File: src/rtl/nfa_match_engine.sv
// ============================================================================
// Module   : nfa_match_engine
// Purpose  : Parametrised NFA regex matcher. It consumes one payload byte per
//            enabled cycle as a one-hot/multi-hot character-class bus. The
//            transition graph, the class selection and the accepting states
//            are all set by parameters. The block adds packet framing
//            (sod/eod), the offset of the first match, a saturating byte
//            counter, an optional anchored mode and a one-cycle done pulse.
// Ports    :
//   clk              in   clock
//   rst              in   synchronous active-high reset
//   sod_i            in   start of data: clears per-packet state, enters SCAN
//   eod_i            in   marks the current en byte as the last one
//   en_i             in   byte valid
//   cls_i            in   [NUM_CLASSES] class hits for the current byte
//   match_o          out  sticky match flag for the current packet
//   match_offset_o   out  [CNT_W] 0-based index of the byte completing the
//                         first match
//   done_o           out  one-cycle pulse after the eod byte is consumed
//   busy_o           out  high while scanning
// Revision : 1.0 - initial release
// ============================================================================
`default_nettype none

module nfa_match_engine #(
   parameter int                                   NUM_STATES  = 32,
   parameter int                                   NUM_CLASSES = 16,
   parameter int                                   CLS_IDX_W   = 4,
   parameter logic [NUM_STATES*(NUM_STATES+1)-1:0] PRED_MASK   = '0,
   parameter logic [NUM_STATES*CLS_IDX_W-1:0]      CLASS_SEL   = '0,
   parameter logic [NUM_STATES-1:0]                ACCEPT_MASK = {1'b1, {(NUM_STATES-1){1'b0}}},
   parameter bit                                   ANCHORED    = 1'b0,
   parameter int                                   CNT_W       = 16
) (
   input  logic                   clk,
   input  logic                   rst,
   input  logic                   sod_i,
   input  logic                   eod_i,
   input  logic                   en_i,
   input  logic [NUM_CLASSES-1:0] cls_i,
   output logic                   match_o,
   output logic [CNT_W-1:0]       match_offset_o,
   output logic                   done_o,
   output logic                   busy_o
);

   localparam logic [1:0] ST_IDLE = 2'd0;
   localparam logic [1:0] ST_SCAN = 2'd1;
   localparam logic [1:0] ST_HOLD = 2'd2;

   localparam logic [CNT_W-1:0] CNT_MAX = '1;

   logic [1:0]            state_q, state_d;
   logic [NUM_STATES-1:0] s_q, s_d;
   logic                  match_q, match_d;
   logic [CNT_W-1:0]      offset_q, offset_d;
   logic [CNT_W-1:0]      cnt_q, cnt_d;
   logic                  done_q, done_d;

   // A byte is consumed while scanning, or in the sod cycle itself so that
   // the byte arriving with sod becomes byte 0 of the new packet.
   logic                  take;
   logic [NUM_STATES-1:0] s_cur;
   logic [CNT_W-1:0]      idx;
   logic [CNT_W-1:0]      cnt_inc;
   logic                  start;
   logic [NUM_STATES-1:0] s_next;
   logic                  hit;

   assign take    = en_i & (sod_i | (state_q == ST_SCAN));
   // sod hides the old packet's state from the byte that arrives with it.
   assign s_cur   = sod_i ? '0 : s_q;
   assign idx     = sod_i ? '0 : cnt_q;
   assign cnt_inc = (idx == CNT_MAX) ? idx : idx + CNT_W'(1);
   // The counter saturates and never wraps, so idx==0 marks only byte 0.
   assign start   = ANCHORED ? (idx == '0) : 1'b1;

   // A state is active next when its own class hits and at least one of its
   // predecessors (START or an active state) is active.
   for (genvar i = 0; i < NUM_STATES; i++) begin : g_state
      localparam int SEL = int'(CLASS_SEL[i*CLS_IDX_W +: CLS_IDX_W]);
      localparam logic [NUM_STATES:0] PRED = PRED_MASK[i*(NUM_STATES+1) +: NUM_STATES+1];
      assign s_next[i] = cls_i[SEL] & (|(PRED & {s_cur, start}));
   end

   assign hit = |(s_next & ACCEPT_MASK);

   // Class bits that no state selects are legitimately ignored.
   logic unused_cls;
   assign unused_cls = ^cls_i;

   // ---------------------------------------------------------------- FSM
   always_ff @(posedge clk) begin
      if (rst) begin
         state_q <= ST_IDLE;
      end else begin
         state_q <= state_d;
      end
   end

   always_comb begin
      state_d = state_q;
      if (sod_i) begin
         state_d = (en_i & eod_i) ? ST_HOLD : ST_SCAN;
      end else begin
         case (state_q)
            ST_IDLE: state_d = ST_IDLE;
            ST_SCAN: if (en_i & eod_i) state_d = ST_HOLD;
            ST_HOLD: state_d = ST_HOLD;
            default: state_d = ST_IDLE;
         endcase
      end
   end

   always_comb begin
      busy_o = (state_q == ST_SCAN);
   end

   // ----------------------------------------------------------- datapath
   always_comb begin
      s_d      = s_q;
      match_d  = match_q;
      offset_d = offset_q;
      cnt_d    = cnt_q;
      if (sod_i) begin
         s_d      = '0;
         match_d  = 1'b0;
         offset_d = '0;
         cnt_d    = '0;
      end
      if (take) begin
         s_d   = s_next;
         cnt_d = cnt_inc;
         // match_d already reflects any sod clear, so only the first hit of
         // the packet records an offset.
         if (hit && !match_d) begin
            match_d  = 1'b1;
            offset_d = idx;
         end
      end
      done_d = take & eod_i;
   end

   always_ff @(posedge clk) begin
      if (rst) begin
         s_q      <= '0;
         match_q  <= 1'b0;
         offset_q <= '0;
         cnt_q    <= '0;
         done_q   <= 1'b0;
      end else begin
         s_q      <= s_d;
         match_q  <= match_d;
         offset_q <= offset_d;
         cnt_q    <= cnt_d;
         done_q   <= done_d;
      end
   end

   assign match_o        = match_q;
   assign match_offset_o = offset_q;
   assign done_o         = done_q;

endmodule

`default_nettype wire
File: config.mk
export PLATFORM = sky130hd
export DESIGN_NAME = nfa_match_engine
export DESIGN_NICKNAME = d
export VERILOG_FILES = /design/src/rtl/nfa_match_engine.sv
export SDC_FILE = /design/constraint.sdc
export NUM_CORES = 1
export LEC_CHECK = 0
export CAP_MARGIN = 15
export CORE_AREA = 2 2 39 41
export DETAILED_ROUTE_END_ITERATION = 6
export DIE_AREA = 0 0 41 43
export PLACE_DENSITY = 0.71
export SLEW_MARGIN = 15
export SYNTH_ARGS = -nofsm -noshare
export SYNTH_HDL_FRONTEND = slang
export SYNTH_SLANG_ARGS = --single-unit
File: constraint.sdc
create_clock -name clk -period 1.4 [get_ports clk]
set_clock_uncertainty 0.15 [all_clocks]
set_input_delay 0.14 -clock clk [delete_from_list [all_inputs] [get_ports clk]]
set_output_delay 0.14 -clock clk [all_outputs]
set_load 0.03 [all_outputs]
### Word level (Yosys, flattened, before mapping)

Cells that the tools add are included.

| storage, ports and cells | value |
|---|---|
| flip-flop bits (word level) | 3 |
| input bits | 21 |
| output and inout bits | 19 |
| word-level logic and storage cells | 13 |

| operators by class | value |
|---|---|
| equality and inequality tests | 3 |
| mux-type cells | 4 |
| bitwise operators | 4 |

Operator list:

| operator | number |
|---|---|
| $mux W2 | 3 |
| $pmux W2 S2 | 1 |
| $and A1 B1 Y1 | 3 |
| $ne A3 B2 Y1 const B | 1 |
| $eq A2 B1 Y1 const B | 1 |
| $eq A2 B2 Y1 const B | 1 |
| $or A1 B1 Y1 | 1 |

### Logic depth before layout (Yosys ltp)

Gate-level depths: netlist (run 1).

| logic depth | value |
|---|---|
| depth in word-level cells | 4 |
| mapped depth | 5 |
| gate-level depth less buffers | 5 |

### Worst setup path after synthesis (run 1)

No wires, ideal clock.

| path | value |
|---|---|
| path kind | register to register |
| from | register state_q[1] |
| to | register state_q[1] |
| setup time | 0.119 ns |
| arrival time | 1.005 ns |
| required time | 1.131 ns |
| path slack | 0.126 ns |
| cell stages (with the launch flop) | 6 |
| clock period less this slack | 1.274 ns |
| cell sequence | dfxtp_1 -> inv_1 -> ha_1 -> nor3_1 -> a31oi_1 -> a21oi_1 |

| between the ends | value |
|---|---|
| cells in the longest elaborated chain, start to end | 3 |
| elaborated cells on any way between the ends | 5 |
| classes of those cells | 3 x eq/ne; 2 x mux |

Ends and longest elaborated chain:

| what | RTL line | RTL |
|---|---|---|
| start, declared | 53 | `logic [1:0] state_q, state_d;` |
| start signal, assigned | 97 | `state_q <= state_d;` |
| $eq A2 B1 Y1 * | -- |  |
| net busy_o | 44 | `output logic busy_o` |
| $pmux W2 S2 | 106 | `case (state_q)` |
| $mux W2 | 103 | `if (sod_i) begin` |

Mark *: on every way through the listed nets, which the timed path passes. The rest lies on a longest branch.
A chain may end at the register's enable or synchronous reset.

### Worst setup path after layout (run 1)

| path | value |
|---|---|
| from | register state_q[1] |
| to | output port busy_o |

| between the ends | value |
|---|---|
| cells in the longest elaborated chain, start to end | 1 |

Ends and longest elaborated chain:

| what | RTL line | RTL |
|---|---|---|
| $eq A2 B1 Y1 | 116 | `busy_o = (state_q == ST_SCAN);` |
| end, declared | 44 |  |

Every way passes these cells.

==> results of run 1 <==
power by group through the flow:
stage	Clock [mW]	Combinational [mW]	Sequential [mW]
after floorplan	0	0.117	0.0958
final	0.147	0.103	0.0929
after global placement	0	0.102	0.0941
after detailed placement	0	0.103	0.0942
after CTS	0.156	0.102	0.0928
after global routing	0.174	0.112	0.0932
tightest hold or removal path: stages, from the launching register on:
cell      delay, ns
dfxtp_1        0.30
nand4b_1       0.09
a21oi_1        0.06
final cells by class:
class / count / area [sq um] / share of cell area
Clock buffer: 4 / 26.28 / 0.08787
Inverter: 1 / 3.754 / 0.01255
Multi-Input combinational cell: 28 / 132.6 / 0.4435
Sequential cell: 3 / 60.06 / 0.2008
Tap cell: 16 / 20.02 / 0.06695
Timing Repair Buffer: 6 / 56.30 / 0.1883
synthesized netlist by cell type:
master / instances
nor3b_1: 1
a21oi_1: 2
dfxtp_1: 3
ha_1: 1
buf_4: 17
nand2b_1: 1
nand2_1: 1
conb_1: 1
nor2_1: 1
inv_1: 1
nand4b_1: 1
nor3_1: 2
a31oi_1: 1
layer usage:
| metal | global-route usage | vias to the layer above | wire (microns) |
|---|---|---|---|
| met5 | 0 | - | 0 |
| met4 | 0.08000 | 0 | 0 |
| met3 | 0.03141 | 0 | 46 |
| met2 | 0.06250 | 12 | 178 |
| met1 | 0.03834 | 80 | 124 |
| li1 | - | 91 | - |
worst paths after layout:
path,start,endpoint,slack [ns],cells past startpoint
worst max-delay path,state_q[1],busy_o,0.11,3
worst min-delay path,state_q[1],state_q[1],0.36,2
worst max register to register,state_q[1],state_q[1],0.18,5
worst min register to register,state_q[1],state_q[1],0.36,2
through the flow:
step                total power, mW  std cells  hold WS [ns]  utilization
detailed placement           0.1970         54        0.3494       0.1980
global route                 0.3789         58        0.3771       0.2161
finish                       0.3431         58        0.3553       0.2161
CTS                          0.3516         58        0.3539       0.2161
floorplan                    0.2127         49       0.05907            -
global placement             0.1960         54        0.3338       0.1980
what timing repair did:
item,in CTS,in global routing
resized for setup,1,0
setup endpoints to repair,1,0
endpoints found under the hold margin,0,0
state kept, by name, indices dropped and copies added, names as in the netlist:
signal	count
state_q	2
done_o	1
logic make-up after synthesis:
family                     count (synthesis)
and+or+nand+nor                            7
other                                      1
buffers and inverters                     18
AOI/OAI and AO/OA                          3
DFF                                        3
adders and majority gates                  1
==> impl_results.md, run 1 <==
* DR iter-0 viols at 0
* CP Buf/Inv Count at 2
* Yosys reg bits at 3
* Maxcap violations at 0
* Sw Ratio at 0.3595
* RSZ-0062 raised after global routing: no
* Clock Root Buffer: clkbuf_4
* Area growth from synthesis to layout at 13.27%
* Die Y at about 43 microns
* Synth Area in XOR/XNOR at 0
* Peak supply drop at between 0.2 and 0.25 mV
* GRT Total Usage at 0.05010
* Pwr Density at between 1000 and 1500 nW/um^2
* Place WS at about 0.10 ns
* Setup Viol. Count Final at 0
* Critical path's top delay family: flip-flops
* Initial antenna violation count at 0
* Synthesized instance count at 33
* Initial Utilization at 0.1908
* Inserted Clock Buffers at 3
* First-pass GRT wire length at about 520 microns
* Most common cell after layout, fill and taps aside: conb_1
* Vias in the first global route at 150
* Lkg Pwr at 0.1473 nW
* Maximum buffer depth of the clock tree at 2
* Post-CTS Setup Repair Bufs at 0
* Int Pwr at ~0.22 mW
* H-tree levels at 1
* Synth top area share at 0.4834
* Switching pwr at about 0.12 mW
* Simple-Gate Fraction of Synth Area at 0.1517
* Std cell rows at 14
* Startpoint Class: register
* Distinct cells, synth at 13
* HP Class: reg -> reg
* Worst-path clk slew at 0.03 ns
* Largest net degree at the start of global routing at 6
* Yosys Warn Count at 0
* Vias per cell at 3.155
* Gr ovfl total at 0
* CTS tree: done
* Largest fanout on the critical path at 5
* CP endpoint kind: primary output
* Synth area leaders: buf_4, dfxtp_1, ha_1, a21oi_1, nor3_1
* Die Area at between 1500 and 2000 sq um
* # IOs at 40
* Comb pwr share at 0.300
* Largest family of logic cells by synthesized area: buffers and inverters
* Final layout net count at 65
* Post-synthesis compound-gate area fraction at 0.06161
* Crit path required time at around 1.1 ns
* Fin crit period at roughly 1.3 ns
* Design Area, Final at approximately 300 sq um
* Post-route DRC at 0
* Post-route ant nets at 0
* Most frequent cells in the layout: conb_1, clkdlybuf4s50_1, clkbuf_4, dfxtp_1
* Setup_tns at 0 ns
* Seq/Total Area, Yosys at 0.2275
* Final Hold Vio Count at 0
* Status: finished clean
* Wire per inst at 6.017 microns
* Diode count at 0
* Crit path kind: reg -> out
* Critical Path AT at 1.00 ns
* Core area at 1384 sq um
* Worst path cell trace: inv_1 -> ha_1 -> buf_4
* Crit path largest cell delay at about 0.32 ns
* TritonCTS Sinks at 3
* DP Area at between 200 and 300 sq um
* Achievable clock frequency at around 780 MHz
* Sequential Power Share at 0.271
* Share of layout cells above drive strength 1 at 0.09524
* Filler cell count at roughly 170
* Worst Slack Setup Final at between 0.1 and 0.15 ns
* Yosys top cell by area: buf_4
* Clock latency at the later pin of the worst-skew pair at 0.23 ns
* Adder-Cell Fraction of Synth Area at 0.04739
* Synthesized area at around 260 sq um
* Vias at about 180
* DRT Pass-1 Iters at 1
* Avg Inst Size Synth at 8.000 sq um
* Drt total wl at 349 microns
* Slew Viols, Final at 0
* Hold buffers post-CTS at 0
* Final Cycle Share at 0.9216
* IO Port Bufs at 6
* DIE WIDTH at approximately 41 microns
* Mux cell area share after synthesis at 0
* HPWL Detailed at about 280 microns
* Slowest-stage cell, CP: dfxtp_1
* Placer congestion estimate at about 0.43
* Clock network power share at 0.429
Power figures use the tool's default switching activity.
==> inputs of run 2 (changes only) <==
--- a/config.mk
+++ b/config.mk
@@ -10,6 +10,7 @@
 export DETAILED_ROUTE_END_ITERATION = 6
 export DIE_AREA = 0 0 41 43
 export PLACE_DENSITY = 0.71
+export SKIP_CTS_REPAIR_TIMING = 1
 export SLEW_MARGIN = 15
 export SYNTH_ARGS = -nofsm -noshare
 export SYNTH_HDL_FRONTEND = slang
==> run 2 against run 1 <==
  * Largest cell class unchanged
  * Via count unchanged
  * Count of clock-buffer cells in the layout unchanged
  * Power rose by 0.15%
  * Flip-flop and latch count unchanged
  * Core utilization rose by 0.27 points
  * Clock power about the same
  * Sequential share of layout area down 0.25 points
  * First-iteration DRC count stayed put
  * Combinational power is essentially flat
  * Critical endpoint unchanged
  * Global-route usage unchanged
  * Critical path depth stayed put
==> impl_results.md, run 2 (same netlist as run 1, synthesis figures left out) <==
* Fin crit period at 1.290 ns (unchanged)
* Vias in the first global route at 150 (unchanged)
* Final Hold Vio Count at 0 (unchanged)
* RSZ-0062 raised after global routing: no (unchanged)
* Diode count at 0 (unchanged)
* Critical Path AT at 1.00 ns (about the same)
* Largest fanout on the critical path at 5 (unchanged)
* Startpoint Class: register (unchanged)
* HP Class: reg -> reg (unchanged)
* IO Port Bufs at 6 (unchanged)
* Final layout net count at 65 (unchanged)
* Std cell rows at 14 (unchanged)
* Lkg Pwr at 0.1603 nW (was 0.1473 nW)
* Sw Ratio at 0.3590 (was 0.3595)
* Vias per cell at 3.155 (unchanged)
* Crit path kind: reg -> out (unchanged)
* Worst-path clk slew at 0.03 ns (about the same)
* Most frequent cells in the layout: conb_1, clkdlybuf4s50_1, clkbuf_4, dfxtp_1 (unchanged)
* Flop-to-flop setup slack at 0.18 ns (about the same)
* DP Cell Count at 54 (unchanged)
* Inserted Clock Buffers at 3 (unchanged)
* DIE WIDTH at 41 microns (unchanged)
* DR iter-0 viols at 0 (unchanged)
* Max reg flops at 2 (unchanged)
* Core area at 1384 sq um (unchanged)
* Largest net degree at the start of global routing at 6 (unchanged)
* Drt total wl at 351 microns (was 349 microns)
* Maxcap violations at 0 (unchanged)
* Post-Layout Cell Count at 58 (unchanged)
* HP Start: state_q[1] (unchanged)
* Setup Viol. Count Final at 0 (unchanged)
* Placer congestion estimate at 0.4293 (unchanged)
* Setup_tns at 0 ns (unchanged)
* TritonCTS Sinks at 3 (unchanged)
* Most common cell after layout, fill and taps aside: conb_1 (unchanged)
* Initial antenna violation count at 0 (unchanged)
* Area growth from synthesis to layout at 14.69% (was 13.27%)
* Die Area at 1763 sq um (unchanged)
* Die Y at 43 microns (unchanged)
* CP endpoint kind: primary output (unchanged)
* Worst r2r dst: state_q[1] (unchanged)
* Peak supply drop at 0.2060 mV (about the same)
* Int Pwr at 0.2202 mW (was 0.2197 mW)
* H-tree levels at 1 (unchanged)
* First-pass GRT wire length at 517 microns (unchanged)
* Reg-to-Reg Start: state_q[1] (unchanged)
* HPWL Detailed at 284.6 microns (unchanged)
* # IOs at 40 (unchanged)
* Clock network power share at 0.428 (was 0.429)
* Initial Utilization at 0.1908 (unchanged)
* DRT Pass-1 Iters at 1 (unchanged)
* Clock Root Buffer: clkbuf_4 (unchanged)
* Wire per inst at 6.052 microns (was 6.017 microns)
* Vias at 183 (unchanged)
* Total Power at 0.3436 mW (was 0.3431 mW)
* Crit path required time at 1.11 ns (about the same)
* Comb pwr share at 0.301 (was 0.300)
* CTS tree: done (unchanged)
* Hold path cells at 2 (unchanged)
* Top reg by flops: state_q (unchanged)
* Gr ovfl total at 0 (unchanged)
* Sequential Power Share at 0.270 (was 0.271)
* R2R depth at 5 (unchanged)
* Pwr Density at 1135 nW/um^2 (was 1147 nW/um^2)
* Share of layout cells above drive strength 1 at 0.09524 (unchanged)
* Filler cell count at 167 (unchanged)
* Slew Viols, Final at 0 (unchanged)
* Achievable clock frequency at 775.1 MHz (unchanged)
* Status: finished clean (unchanged)
* Clock latency at the later pin of the worst-skew pair at 0.23 ns (about the same)
* Hold EP: state_q[1] (unchanged)
* Final Cycle Share at 0.9216 (unchanged)
* Post-route DRC at 0 (unchanged)
* Maximum buffer depth of the clock tree at 2 (unchanged)
* Post-route ant nets at 0 (unchanged)
* Switching pwr at 0.1234 mW (was 0.1233 mW)
* GRT Total Usage at 0.05010 (unchanged)
-- run 2: changes by cell type in the layout (fill, tap and decap cells not counted), sizes merged --
cell,before,now
dlygate4sd2,1,0
dlymetal6s2s,0,1
-- run 2: final cells by class --
cell class | count | area, sq um | share of cell area
multi-input combinational | 28 | 132.6 | 0.4380
sequential | 3 | 60.06 | 0.1983
timing repair buffer | 6 | 60.06 | 0.1983
clock buffer | 4 | 26.28 | 0.08678
tap | 16 | 20.02 | 0.06612
inverter | 1 | 3.754 | 0.01240
-- run 2: critical path, stage by stage (launching register included) --
cell	delay [ns]
dfxtp_1	0.32
inv_1	0.04
ha_1	0.22
buf_4	0.19
-- run 2: routing by layer --
layer | up-vias | share of wire | global-route usage
met3 | 0 | 0.14 | 0.03141
met5 | - | 0 | 0
met2 | 12 | 0.51 | 0.06250
met1 | 80 | 0.35 | 0.03834
li1 | 91 | - | -
met4 | 0 | 0 | 0.08000
-- run 2: how the worst max path moves through the flow --
stage	start	to	slack, ns	depth (start not counted)
3_5_place_dp	sod_i	state_q[1]	0.10	4
6_report	state_q[1]	busy_o	0.11	3
2_1_floorplan	state_q[1]	state_q[1]	0.13	5
3_3_place_gp	sod_i	state_q[1]	0.10	4
5_1_grt	state_q[1]	busy_o	0.04	3
4_1_cts	done_o	done_o	-0.08	1
-- run 2: through the flow --
stage | area, sq um | util | worst slack, ns | hold WS (ns)
after floorplan | 324.1 | - | 0.1262 | 0.05907
after global placement | 274.0 | 0.1980 | 0.1001 | 0.3338
after detailed placement | 274.0 | 0.1980 | 0.1005 | 0.3494
after CTS | 300.3 | 0.2170 | -0.07993 | 0.3539
after global routing | 302.8 | 0.2188 | 0.04078 | 0.3771
final | 302.8 | 0.2188 | 0.1098 | 0.3553
-- run 2: power by group through the flow --
stage / Combinational (mW) / Clock, mW / Sequential [mW]
2_1_floorplan: 0.117 / 0 / 0.0958
3_3_place_gp: 0.102 / 0 / 0.0941
3_5_place_dp: 0.103 / 0 / 0.0942
4_1_cts: 0.103 / 0.156 / 0.0929
5_1_grt: 0.112 / 0.174 / 0.0932
6_report: 0.104 / 0.147 / 0.0929
==> inputs of run 3 (changes only) <==
--- a/config.mk
+++ b/config.mk
@@ -9,6 +9,7 @@
 export CORE_AREA = 2 2 39 41
 export DETAILED_ROUTE_END_ITERATION = 6
 export DIE_AREA = 0 0 41 43
+export HOLD_SLACK_MARGIN = 0.15
 export PLACE_DENSITY = 0.71
 export SKIP_CTS_REPAIR_TIMING = 1
 export SLEW_MARGIN = 15
==> results of run 3 <==
The final DEF is identical to that of run 2; final timing and power are the same.
